[config.mk]
export PLATFORM = sky130hd
export DESIGN_NAME = lsu_mem_ctrl
export DESIGN_NICKNAME = d
export VERILOG_FILES = /design/src/rtl/lsu_pkg.sv /design/src/rtl/lsu_load_align.sv /design/src/rtl/lsu_mem_ctrl.sv
export SDC_FILE = /design/constraint.sdc
export NUM_CORES = 1
export LEC_CHECK = 0
export CELL_PAD_IN_SITES_DETAIL_PLACEMENT = 1
export CELL_PAD_IN_SITES_GLOBAL_PLACEMENT = 2
export CORE_ASPECT_RATIO = 1.1
export CORE_MARGIN = 1.5
export CORE_UTILIZATION = 28
export DETAILED_ROUTE_END_ITERATION = 10
export PLACE_DENSITY_LB_ADDON = 0.1
export SKIP_CTS_REPAIR_TIMING = 1
export SLEW_MARGIN = 20
export SYNTH_ARGS = -nofsm -noshare
export SYNTH_HDL_FRONTEND = slang
export SYNTH_SLANG_ARGS = --single-unit
[constraint.sdc]
create_clock -name clk -period 2.7 [get_ports clk]
set_clock_uncertainty 0.2 [all_clocks]
set_input_delay 0.675 -clock clk [delete_from_list [all_inputs] [get_ports clk]]
set_output_delay 0.675 -clock clk [all_outputs]
set_load 0.02 [all_outputs]
[src/rtl/lsu_pkg.sv]
// rtl/lsu_pkg.sv - shared types and helpers for the memory-stage load/store controller
package lsu_pkg;

    typedef enum logic [1:0] {
        IDLE = 2'b00,
        REQ  = 2'b01,
        WAIT = 2'b10,
        DONE = 2'b11
    } lsu_state_e;

    // 2'b11 is reserved and handled as a word everywhere
    typedef enum logic [1:0] {
        MEM_B = 2'b00,
        MEM_H = 2'b01,
        MEM_W = 2'b10
    } mem_size_e;

    localparam int CNT_W = 16;

    // Half accesses need an even address, word (and reserved) accesses a word-aligned one
    function automatic logic is_misaligned(input logic [1:0] size, input logic [1:0] addr_lo);
        case (size)
            2'b00:   return 1'b0;
            2'b01:   return addr_lo[0];
            default: return (addr_lo != 2'b00);
        endcase
    endfunction

endpackage

[src/rtl/lsu_load_align.sv]
// rtl/lsu_load_align.sv - lane select and sign/zero extension of raw bus read data
module lsu_load_align
    import lsu_pkg::*;
(
    input  logic [31:0] i_rdata,
    input  logic [1:0]  i_addr_lo,
    input  logic [1:0]  i_size,
    input  logic        i_unsigned,
    output logic [31:0] o_data
);

    logic [7:0]  w_byte;
    logic [15:0] w_half;
    mem_size_e   w_size;

    assign w_size = mem_size_e'(i_size);

    // Pick the addressed lane, then extend it to 32 bits
    always_comb begin
        w_byte = i_rdata[7:0];
        case (i_addr_lo)
            2'd1:    w_byte = i_rdata[15:8];
            2'd2:    w_byte = i_rdata[23:16];
            2'd3:    w_byte = i_rdata[31:24];
            default: w_byte = i_rdata[7:0];
        endcase
        w_half = i_addr_lo[1] ? i_rdata[31:16] : i_rdata[15:0];
        case (w_size)
            MEM_B:   o_data = {{24{~i_unsigned & w_byte[7]}}, w_byte};
            MEM_H:   o_data = {{16{~i_unsigned & w_half[15]}}, w_half};
            default: o_data = i_rdata;
        endcase
    end

endmodule

[src/rtl/lsu_mem_ctrl.sv]
// rtl/lsu_mem_ctrl.sv - memory-stage load/store controller driving a req/gnt/rvalid bus
module lsu_mem_ctrl
    import lsu_pkg::*;
#(
    parameter int TIMEOUT_CYCLES = 255
) (
    input  logic        clk,
    input  logic        rst_n,
    input  logic        instr_valid_mem_i,
    input  logic        mem_re_mem_i,
    input  logic        mem_we_mem_i,
    input  logic [1:0]  mem_size_mem_i,
    input  logic        mem_unsigned_mem_i,
    input  logic [31:0] addr_mem_i,
    input  logic [31:0] wdata_mem_i,
    output logic        stall_o,
    output logic [31:0] load_data_mem_o,
    output logic        misaligned_o,
    output logic        bus_err_o,
    output logic        bus_req_o,
    output logic        bus_we_o,
    output logic [31:0] bus_addr_o,
    output logic [3:0]  bus_be_o,
    output logic [31:0] bus_wdata_o,
    input  logic        bus_gnt_i,
    input  logic        bus_rvalid_i,
    input  logic [31:0] bus_rdata_i
);

    localparam logic [CNT_W-1:0] LP_CNT_LAST = CNT_W'(TIMEOUT_CYCLES - 1);

    lsu_state_e       r_state;
    logic [CNT_W-1:0] r_cnt;
    logic [1:0]       r_size;
    logic [1:0]       r_addr_lo;
    logic             r_unsigned;

    logic             w_access;
    logic             w_misaligned;
    logic             w_aligned_access;
    logic             w_timeout;
    logic [3:0]       w_be;
    logic [31:0]      w_wdata;
    logic [31:0]      w_load_fmt;

    assign w_access         = instr_valid_mem_i & (mem_re_mem_i | mem_we_mem_i);
    assign w_misaligned     = is_misaligned(mem_size_mem_i, addr_mem_i[1:0]);
    assign w_aligned_access = w_access & ~w_misaligned;
    // >= so that a grant on the last counted cycle still times out in WAIT
    assign w_timeout        = (r_cnt >= LP_CNT_LAST);

    assign misaligned_o = (r_state == IDLE) & w_access & w_misaligned;
    assign stall_o      = ((r_state == IDLE) & w_aligned_access) | (r_state == REQ) | (r_state == WAIT);

    // Byte enables and lane-replicated store data for the presented access
    always_comb begin
        w_be    = 4'b1111;
        w_wdata = wdata_mem_i;
        case (mem_size_e'(mem_size_mem_i))
            MEM_B: begin
                w_be    = 4'b0001 << addr_mem_i[1:0];
                w_wdata = {4{wdata_mem_i[7:0]}};
            end
            MEM_H: begin
                w_be    = 4'b0011 << {addr_mem_i[1], 1'b0};
                w_wdata = {2{wdata_mem_i[15:0]}};
            end
            default: begin
                w_be    = 4'b1111;
                w_wdata = wdata_mem_i;
            end
        endcase
    end

    lsu_load_align u_load_align (
        .i_rdata    (bus_rdata_i),
        .i_addr_lo  (r_addr_lo),
        .i_size     (r_size),
        .i_unsigned (r_unsigned),
        .o_data     (w_load_fmt)
    );

    // Access FSM with registered bus outputs, timeout counter and load result
    always_ff @(posedge clk or negedge rst_n) begin
        if (!rst_n) begin
            r_state         <= IDLE;
            r_cnt           <= '0;
            r_size          <= 2'b00;
            r_addr_lo       <= 2'b00;
            r_unsigned      <= 1'b0;
            bus_req_o       <= 1'b0;
            bus_we_o        <= 1'b0;
            bus_addr_o      <= '0;
            bus_be_o        <= '0;
            bus_wdata_o     <= '0;
            load_data_mem_o <= '0;
            bus_err_o       <= 1'b0;
        end else begin
            bus_err_o <= 1'b0;
            case (r_state)
                IDLE: begin
                    if (w_aligned_access) begin
                        r_state     <= REQ;
                        r_cnt       <= '0;
                        r_size      <= mem_size_mem_i;
                        r_addr_lo   <= addr_mem_i[1:0];
                        r_unsigned  <= mem_unsigned_mem_i;
                        bus_req_o   <= 1'b1;
                        bus_we_o    <= mem_we_mem_i;
                        bus_addr_o  <= {addr_mem_i[31:2], 2'b00};
                        bus_be_o    <= w_be;
                        bus_wdata_o <= w_wdata;
                    end
                end
                REQ: begin
                    if (bus_gnt_i && bus_rvalid_i) begin
                        r_state         <= DONE;
                        bus_req_o       <= 1'b0;
                        load_data_mem_o <= bus_we_o ? 32'h0 : w_load_fmt;
                    end else if (bus_gnt_i) begin
                        r_state   <= WAIT;
                        bus_req_o <= 1'b0;
                        r_cnt     <= r_cnt + 1'b1;
                    end else if (w_timeout) begin
                        r_state         <= DONE;
                        bus_req_o       <= 1'b0;
                        bus_err_o       <= 1'b1;
                        load_data_mem_o <= 32'h0;
                    end else begin
                        r_cnt <= r_cnt + 1'b1;
                    end
                end
                WAIT: begin
                    if (bus_rvalid_i) begin
                        r_state         <= DONE;
                        load_data_mem_o <= bus_we_o ? 32'h0 : w_load_fmt;
                    end else if (w_timeout) begin
                        r_state         <= DONE;
                        bus_err_o       <= 1'b1;
                        load_data_mem_o <= 32'h0;
                    end else begin
                        r_cnt <= r_cnt + 1'b1;
                    end
                end
                default: begin
                    r_state <= IDLE;
                end
            endcase
        end
    end

endmodule

Word level (Yosys, flattened, before mapping)
Index checks and enable logic that the tools add are counted.
{"block": "word_totals", "ff_bits": 124, "latch_bits": 0, "ram_bits": 0, "mem_bits_ro": 0, "in_bits": 106, "output_inout_bits": 105, "word_cells": 86, "mem_count": 0}
{"block": "op_classes", "addsub": 1, "mul": 0, "div_mod_pow": 0, "magnitude_cmp": 1, "eq_ne": 12, "shifts": 2, "mux": 34, "bitwise_logic": 12, "n_reduce_logical": 12}
{"cell": "32-bit case mux with 2 select lines", "count": 3}
{"cell": "32-bit 2-to-1 mux", "count": 5}
{"cell": "16-bit 2-to-1 mux", "count": 6}
{"cell": "16-bit case mux with 3 select lines", "count": 1}
{"cell": "8-bit case mux with 3 select lines", "count": 1}
{"cell": "16-bit by 1-bit adder with 16-bit output (second input constant)", "count": 1}
{"cell": "16-bit by 8-bit greater-or-equal comparator with 1-bit output (second input constant)", "count": 1}
{"cell": "2-bit 2-to-1 mux", "count": 5}
{"cell": "2-bit by 1-bit equality test with 1-bit output (second input constant)", "count": 4}
{"cell": "1-bit 2-to-1 mux", "count": 8}
{"cell": "4-bit case mux with 2 select lines", "count": 1}
{"cell": "1-bit bitwise AND", "count": 7}
{"cell": "2-bit equality test (second input constant)", "count": 3}
{"cell": "2-bit logical NOT", "count": 3}
{"cell": "2-bit inequality test (second input constant)", "count": 3}
{"cell": "1-bit case mux with 2 select lines", "count": 3}
{"cell": "2-bit case mux with 3 select lines", "count": 1}
{"cell": "2-bit nonzero test", "count": 3}
{"cell": "4-bit by 3-bit inequality test with 1-bit output (second input constant)", "count": 1}
{"cell": "2-bit AND reduction", "count": 2}
{"cell": "4-bit AND reduction", "count": 1}
{"cell": "1-bit by 2-bit left shift with 4-bit output (first input constant)", "count": 1}
{"cell": "2-bit by 2-bit left shift with 4-bit output (first input constant)", "count": 1}
{"cell": "3-bit by 2-bit inequality test with 1-bit output (second input constant)", "count": 1}
{"cell": "other kinds (5)", "count": 8}

Longest topological paths before layout
{"block": "logic_depth", "word_depth": 7, "mapped_depth": 10, "mapped_depth_nobuf": 8}

Cells and area by module
From an unflattened synthesis, not the netlist that was laid out.
{"block": "unflattened", "hier_cells": 609, "hier_area_um2": 6560.0}
{"module": "lsu_mem_ctrl", "instances": 1, "cells_per_inst": 476, "area_each_um2": 5576.6, "seq_area_each_um2": 3103.0}
{"module": "lsu_load_align", "instances": 1, "cells_per_inst": 133, "area_each_um2": 983.4, "seq_area_each_um2": 0.0}

Worst setup path after synthesis
Ideal clock, no wire load.
{"block": "synth_timing", "path_kind": "in2out", "startpoint": "in addr_mem_i[0]", "endpoint": "out stall_o", "t_arrival_ns": 1.911, "required_time_ns": 1.825, "slack_ns": -0.086, "path_stages": 7, "path_buffers": 3, "path_cell_list": "clkbuf_1 o21a_4 nor2_1 nand3_1 buf_2 buf_1 nand2_1"}
{"block": "synth_between", "elab_chain_len": 7}
{"item": "start: declaration", "line_no": "lsu_mem_ctrl.sv:14", "rtl": "input logic [31:0] addr_mem_i,"}
{"item": "2-bit nonzero test", "line_no": "lsu_pkg.sv:25", "rtl": "default: return (addr_lo != 2'b00);"}
{"item": "1-bit case mux with 2 select lines (*)", "line_no": "lsu_pkg.sv:22", "rtl": "case (size)"}
{"item": "1-bit NOT (*)", "line_no": "lsu_mem_ctrl.sv:48", "rtl": "assign w_aligned_access = w_access & ~w_misaligned;"}
{"item": "1-bit bitwise AND (*)", "line_no": "lsu_mem_ctrl.sv:48"}
{"item": "1-bit bitwise AND (*)", "line_no": "lsu_mem_ctrl.sv:53", "rtl": "assign stall_o = ((r_state == IDLE) & w_aligned_access) | (r_state == REQ) | (r_state == WAIT);"}
{"item": "1-bit OR (*) (2 in series)", "line_no": "lsu_mem_ctrl.sv:53"}
{"item": "end: declaration", "line_no": "lsu_mem_ctrl.sv:16", "rtl": "output logic stall_o,"}
Every way passes the cells marked *; elsewhere a longest branch is shown, timed or not.

Worst setup path in the final report
{"block": "layout_timing", "startpoint": "in mem_we_mem_i", "endpoint": "out misaligned_o"}
{"block": "layout_between", "elab_chain_len": 4}
{"item": "start: declaration", "line_no": "lsu_mem_ctrl.sv:11", "rtl": "input logic mem_we_mem_i,"}
{"item": "1-bit OR", "line_no": "lsu_mem_ctrl.sv:46", "rtl": "assign w_access = instr_valid_mem_i & (mem_re_mem_i | mem_we_mem_i);"}
{"item": "1-bit bitwise AND", "line_no": "lsu_mem_ctrl.sv:46"}
{"item": "1-bit bitwise AND (2 in series)", "line_no": "lsu_mem_ctrl.sv:52", "rtl": "assign misaligned_o = (r_state == IDLE) & w_access & w_misaligned;"}
{"item": "end: declaration", "line_no": "lsu_mem_ctrl.sv:18", "rtl": "output logic misaligned_o,"}
Every way passes these cells.

==> flow_summary.ini <==
[pwr]
leakage_nw = 4.11
p_switching_w = 0.00412
power.internal_w = 0.00658
p_total_w = 0.0107
seqPwrFrac_pct = 29.1
p_comb_share_pct = 48.1
ir_worst_vdd_uv = 507
pwr_density_cell_nw_per_um2 = 1130
switching_share_pct = 38.5
clkPwrFrac_pct = 22.8

[sta]
slew_headroom_pct = 46.6
hold_violations = 0
tightest_slew_ps = 799
fmax_mhz = 383
setup_viol = 0
timing.final.ws_setup_ps = 88.1
min_period_over_period_pct = 96.7
min_period_ps = 2610
rsz0062_at_grt = false
finalMaxSlewViolations = 0

[yosys]
syn_area_sq_um = 6180
synth_area_per_cell_sq_um = 10.3
synth_compound_area_share_pct = 16.8
synth-seq-cells = 124
synthCells = 600
ys_seq_area_share_pct = 50.2
synth_flop_cell = dfrtp_1
yosys.area_share.xor_xnor_pct = 0.142
synthAdderAreaFrac_pct = 1.22
synthMuxAreaShare_pct = 13.6
async_reset_ff_share_pct = 100
synth_warnings = 0
synth_edf_count = 0
post_synth_and_or_nand_nor_area_fraction_pct = 14.1
synth_top_family_by_area = compound AO/OA/AOI/OAI gates
ys_types = 62

[critical_path]
end_kind = output pin
crit_path_start = mem_we_mem_i
r2r_setup_slack_ps = 360
crit_required_ps = 1820
start_kind = primary input
worstPathArrival_ps = 1740
worstPathMaxFanout = 3
r2r-start = r_state[1]
path_class = primary input to output pin

[route]
routed_wirelength_microns = 20500
vias = 5489
first_pass_iters = 5
wire_per_inst_microns = 18.0
drc = 0
routed_via_density = 4.81
drt-initial-drc-count = 166
ant_nets = 0

[floorplan]
row_count = 56
start_util_pct = 28.7
die_width_microns = 145
fp.dieH_microns = 159
core_area_sq_um = 21500
die-area_sq_um = 23000
ioPinCount = 211

[cts]
cts_sinks = 124
clkLatencyLatePin_ps = 410
clk_pin_slew_ps = 60
cts_root_buf = clkbuf_16
htreeDepth = 4
cts_tree = done
cts_buffers = 17
max-clock-path-buffers = 2

[grt]
track_usage_pct = 18.5
grt_remaining_overflow = 0
first_global_vias = 6065
antenna_found_initial = 0
grt_max_degree = 93
grt_pass1_wl_microns = 32700

[cells_and_area]
final_cell_area_sq_um = 9510
drive_above_1_share_pct = 17.1
n_antenna_cell = 0
finalNetCount = 951
area.growth.synth_to_final_pct = 53.9

[placement]
dp_slack_ps = -722
place_area_sq_um = 8860
dp_hpwl_microns = 15000
gp_congestion = 0.767
port_buffers = 208

[run_status]
status = completed

[hold_path]
hold_class = primary input to asynchronous set/reset pin

[job]
cap_viol_max_count = 0
==> path summary, 6_finish.rpt <==
kind / to / depth (start not counted)
max in group asynchronous: bus_wdata_o[12] / 2
min in group clk: load_data_mem_o[0] / 2
hold reg to reg: load_data_mem_o[0] / 2
hold / removal: r_cnt[2] / 1
setup reg to reg: r_cnt[7] / 9
setup / recovery: misaligned_o / 5
==> cells by family after synthesis <==
| logic type | after synthesis |
|---|---|
| XOR/XNOR | 1 |
| adder cells (fa/ha/maj) | 6 |
| other | 1 |
| AND/OR/NAND/NOR | 176 |
| buffers and inverters | 54 |
| multiplexers | 77 |
| AO/OA/AOI/OAI | 161 |
| flip-flops | 124 |
==> flip-flops by register name (all words and copies together) (netlist names), 2 cells and up <==
signal,flops
bus_wdata_o,32
load_data_mem_o,32
bus_addr_o,30
r_cnt,16
bus_be_o,4
r_addr_lo,2
r_size,2
r_state,2
==> synth_stat cells, types with 2 or more instances <==
| master | n | area (sq um) |
|---|---|---|
| a211oi_1 | 2 | 15.0 |
| and4_1 | 2 | 17.5 |
| mux2i_1 | 32 | 320 |
| o21a_1 | 2 | 15.0 |
| o21ai_0 | 58 | 290 |
| ha_1 | 6 | 75.1 |
| nor2_1 | 30 | 113 |
| nor2b_1 | 19 | 119 |
| buf_4 | 4 | 30.0 |
| nor3_1 | 3 | 15.0 |
| o211ai_1 | 3 | 22.5 |
| and3_1 | 5 | 31.3 |
| a32o_1 | 2 | 20.0 |
| a21oi_1 | 24 | 120 |
| o221ai_1 | 7 | 61.3 |
| nand2b_1 | 2 | 12.5 |
| dfrtp_1 | 124 | 3100 |
| o31ai_1 | 5 | 37.5 |
| mux2_2 | 44 | 495 |
| nand3_2 | 2 | 20.0 |
| a31oi_1 | 5 | 31.3 |
| nor4_2 | 2 | 25.0 |
| nand3_1 | 4 | 20.0 |
| inv_1 | 17 | 63.8 |
| a221oi_1 | 8 | 70.1 |
| buf_1 | 2 | 7.51 |
| a41oi_1 | 4 | 35.0 |
| o22ai_1 | 2 | 12.5 |
| o21ai_1 | 23 | 115 |
| and2_1 | 3 | 18.8 |
| clkbuf_1 | 18 | 67.6 |
| buf_2 | 12 | 60.1 |
| nand2_1 | 85 | 319 |
| nand4_1 | 2 | 12.5 |
| nor3b_1 | 10 | 75.1 |
==> per-stage QoR <==
step / util [%] / setup TNS (ps) / instances / hold WS (ps)
floorplan: - / 0 / 601 / 179
global placement: 41.2 / -36200 / 1109 / 254
detailed placement: 41.2 / -42130 / 1109 / 266
CTS: 44.1 / -6880 / 1141 / 54.5
global route: 44.2 / 0 / 1142 / 69.9
finish: 44.2 / 0 / 1142 / 47.7
==> critical path, cell delays in order <==
cell	delay [ps]
clkdlybuf4s50_1	490
o21a_1	220
nand2_1	90
nor2_1	110
buf_4	150
==> power by group through the flow <==
stage | registers [W] | logic [W] | clock network [W]
final | 0.00312 | 0.00514 | 0.00244
after global routing | 0.00323 | 0.00558 | 0.00260
after CTS | 0.00313 | 0.00522 | 0.00252
after detailed placement | 0.00314 | 0.00520 | 0
after global placement | 0.00310 | 0.00510 | 0
after floorplan | 0.00389 | 0.00188 | 0
==> layout make-up <==
class                      instances  area [sq um]
sequential                       124          3100
clock inverter                    14           185
tap                              290           363
fill                            2425         12000
timing repair buffer             256          2500
clock buffer                      18           439
multi-input combinational        423          2860
inverter                          17          63.8
==> cells in the final DEF, fill, tap and decap left out, types with 3 or more instances in the layout <==
master / netlist / routed
a21oi_1: 24 / 24
a221oi_1: 8 / 8
a31oi_1: 5 / 5
a41oi_1: 4 / 4
and2_1: 3 / 3
and3_1: 5 / 5
buf_12: 0 / 4
buf_4: 4 / 45
bufinv_16: 0 / 3
clkbuf_16: 0 / 17
clkdlybuf4s50_1: 0 / 201
clkinv_4: 0 / 5
dfrtp_1: 124 / 124
dlymetal6s2s_1: 0 / 4
ha_1: 6 / 6
inv_1: 17 / 17
inv_6: 0 / 5
mux2_2: 44 / 44
mux2i_1: 32 / 32
nand2_1: 85 / 85
nand3_1: 4 / 3
nor2_1: 30 / 29
nor2b_1: 19 / 19
nor3_1: 3 / 3
nor3b_1: 10 / 10
o211ai_1: 3 / 3
o21ai_0: 58 / 57
o21ai_1: 23 / 24
o221ai_1: 7 / 7
o31ai_1: 5 / 5
==> per-layer routing <==
metal	global-route usage [%]	routed length (microns)	share of wire (%)	vias up
li1	-	-	-	2616
met4	4.96	216	1.1	0
met5	0	0	0	-
met2	30.5	10200	50	129
met1	22.7	8780	43	2730
met3	6.48	1350	6.6	14
Power figures use the tool's default switching activity.
==> RTL edit: new RTL, config.mk and constraints unchanged <==
Make the reset (`rst_n`) synchronous in one clocked block.
--- a/src/rtl/lsu_mem_ctrl.sv
+++ b/src/rtl/lsu_mem_ctrl.sv
@@ -82,5 +82,5 @@
 
     // Access FSM with registered bus outputs, timeout counter and load result
-    always_ff @(posedge clk or negedge rst_n) begin
+    always_ff @(posedge clk) begin
         if (!rst_n) begin
             r_state         <= IDLE;
Behaviour: differs if rst_n is asserted again (counterexample within 4 cycles, from zero or initial values and one cycle with rst_n low); with rst_n held inactive, the same outputs for 4 cycles.
==> RTL edit against the unedited design <==
Die area decreased by 3.4%. Routed wire length increased by 14%. Worst setup slack better by 0.0071 ns. Critical path depth grew 1. Synthesized area shrank 3.5%. Sequential cell count unchanged. Design area is 1.6% lower.
Power is not compared: it rests on default switching activity, and its combinational part moved more than twofold at a synthesized area within 25%.
==> RTL edit: results (changes against the unedited design) <==
[cells_and_area]
top_regs=bus_wdata_o: 32 flops, load_data_mem_o: 32 flops, bus_addr_o: 30 flops  ; unchanged
drive_above_1_share_pct=11.8  ; was 17.1%
final_nets=1111  ; was 951

[drt]
firstDrtPassIters=4  ; was 5
wl_per_cell_um=18.0  ; about the same
num_vias=6554  ; was 5489
drt-vias-per-instance=5.05  ; was 4.81
drtIter0Drc=331  ; was 166

[worst_setup_path]
r2r_end=r_cnt[13]  ; was r_cnt[7]
arrival_ns=1.73
reg2regPathDepth=8  ; was 9
cp-endpoint=stall_o  ; was misaligned_o
startpoint=addr_mem_i[1]  ; was mem_we_mem_i
max_stage_delay_ns=0.49  ; about the same
worstReg2RegStart=r_state[1]  ; unchanged
rrSetupSlack_ns=0.23  ; was 0.36 ns

[sta]
hold_ws_ns=0.254  ; was 0.0477 ns
slew_headroom_pct=49.2  ; was 46.6%
clock.fmax_ghz=0.384  ; was 0.383 GHz

[placement]
dpl_cell_area_um2=8750  ; was 8860 um2
placed_cells=1263  ; was 1109
gp_congestion=0.769  ; was 0.767
place_hpwl_um=17500  ; was 15000 um
pre_cts_ws_ns=-0.402  ; was -0.722 ns

[synthesis]
postSynth.asyncResetShare_pct=0  ; was 100%
seq_area_frac_synth_pct=41.6  ; was 50.2%
synthTopCellsByArea=dfxtp_1 (42%), nand2_1 (11%), a21oi_1 (7.4%)  ; was dfrtp_1 (50%), mux2_2 (8.0%), mux2i_1 (5.2%)
synthCells=762  ; was 600
synthFlopType=dfxtp_1  ; was dfrtp_1
synth_top_cells_by_count=nand2_1 (182), dfxtp_1 (124), a21oi_1 (88)  ; was dfrtp_1 (124), nand2_1 (85), o21ai_0 (58)

[min_path]
holdCritPathClass=reg2reg  ; was in2async

[cts]
clock_path_buffers=2  ; unchanged
clk_pin_slew_worst_paths_ns=0.06  ; about the same
cts_buffers=17  ; unchanged

[global_routing]
grt_start_max_net_pins=44  ; was 93
grt_pass1_wl_um=37500  ; was 32700 um
antenna_found_initial=2  ; was 0
track_usage_pct=21.5  ; was 18.5%
grt_pass1_vias=7161  ; was 6065

[run_status]
status=finished, final reports clean  ; unchanged

## RTL edit: cell types whose count changed after synthesis, sizes merged, moves of 15 or more
cell    unedited run  this run
clkbuf            18        46
a211oi             3        31
dfxtp              0       124
a22oi              0        19
dfrtp            124         0
a21oi             25        88
nor3               4        19
nand2             85       182
o21ai             82        36
mux2              44         2
## RTL edit: worst max-delay path: cells and delay by family
kind	cells	cell delay, ns
simple gates	3	0.27
buf+inv	3	0.78
## RTL edit: final cells by class
cell class,instances,area (um2)
Clock buffer,18,429
Inverter,20,76.3
Antenna cell,2,5.00
Multi-Input combinational cell,559,3180
Timing Repair Buffer,276,2690
Clock inverter,14,136
Sequential cell,124,2480
Tap cell,285,357
Fill cell,2444,11400
## RTL edit: cells by family after synthesis
family,synth area share [%]
AND/OR/NAND/NOR,20.9
AO/OA/AOI/OAI,26.7
flip-flops,41.6
buffers and inverters,5.52
multiplexers,3.78
adder cells (fa/ha/maj),1.47
other,0.0629
## RTL edit: how the worst min path moves through the flow
| stage | from | endpoint | cells after the start |
|---|---|---|---|
| global route | load_data_mem_o[5] | load_data_mem_o[5] | 2 |
| CTS | load_data_mem_o[3] | load_data_mem_o[3] | 2 |
| detailed placement | load_data_mem_o[3] | load_data_mem_o[3] | 2 |
| global placement | load_data_mem_o[9] | load_data_mem_o[9] | 1 |
| finish | load_data_mem_o[3] | load_data_mem_o[3] | 2 |
| floorplan | r_unsigned | r_unsigned | 2 |
## RTL edit: routing by layer
layer / track usage, % / share of wire, %
met5: 0 / 0
met4: 6.09 / 1.3
met3: 7.67 / 7.4
met2: 38.7 / 50
met1: 23.6 / 41
## RTL edit: power breakdown
part / switching [mW] / internal, mW
sequential: 0.145 / 2.04
combinational: 1.31 / 1.06
clock: 0.957 / 1.28
total: 2.41 / 4.38
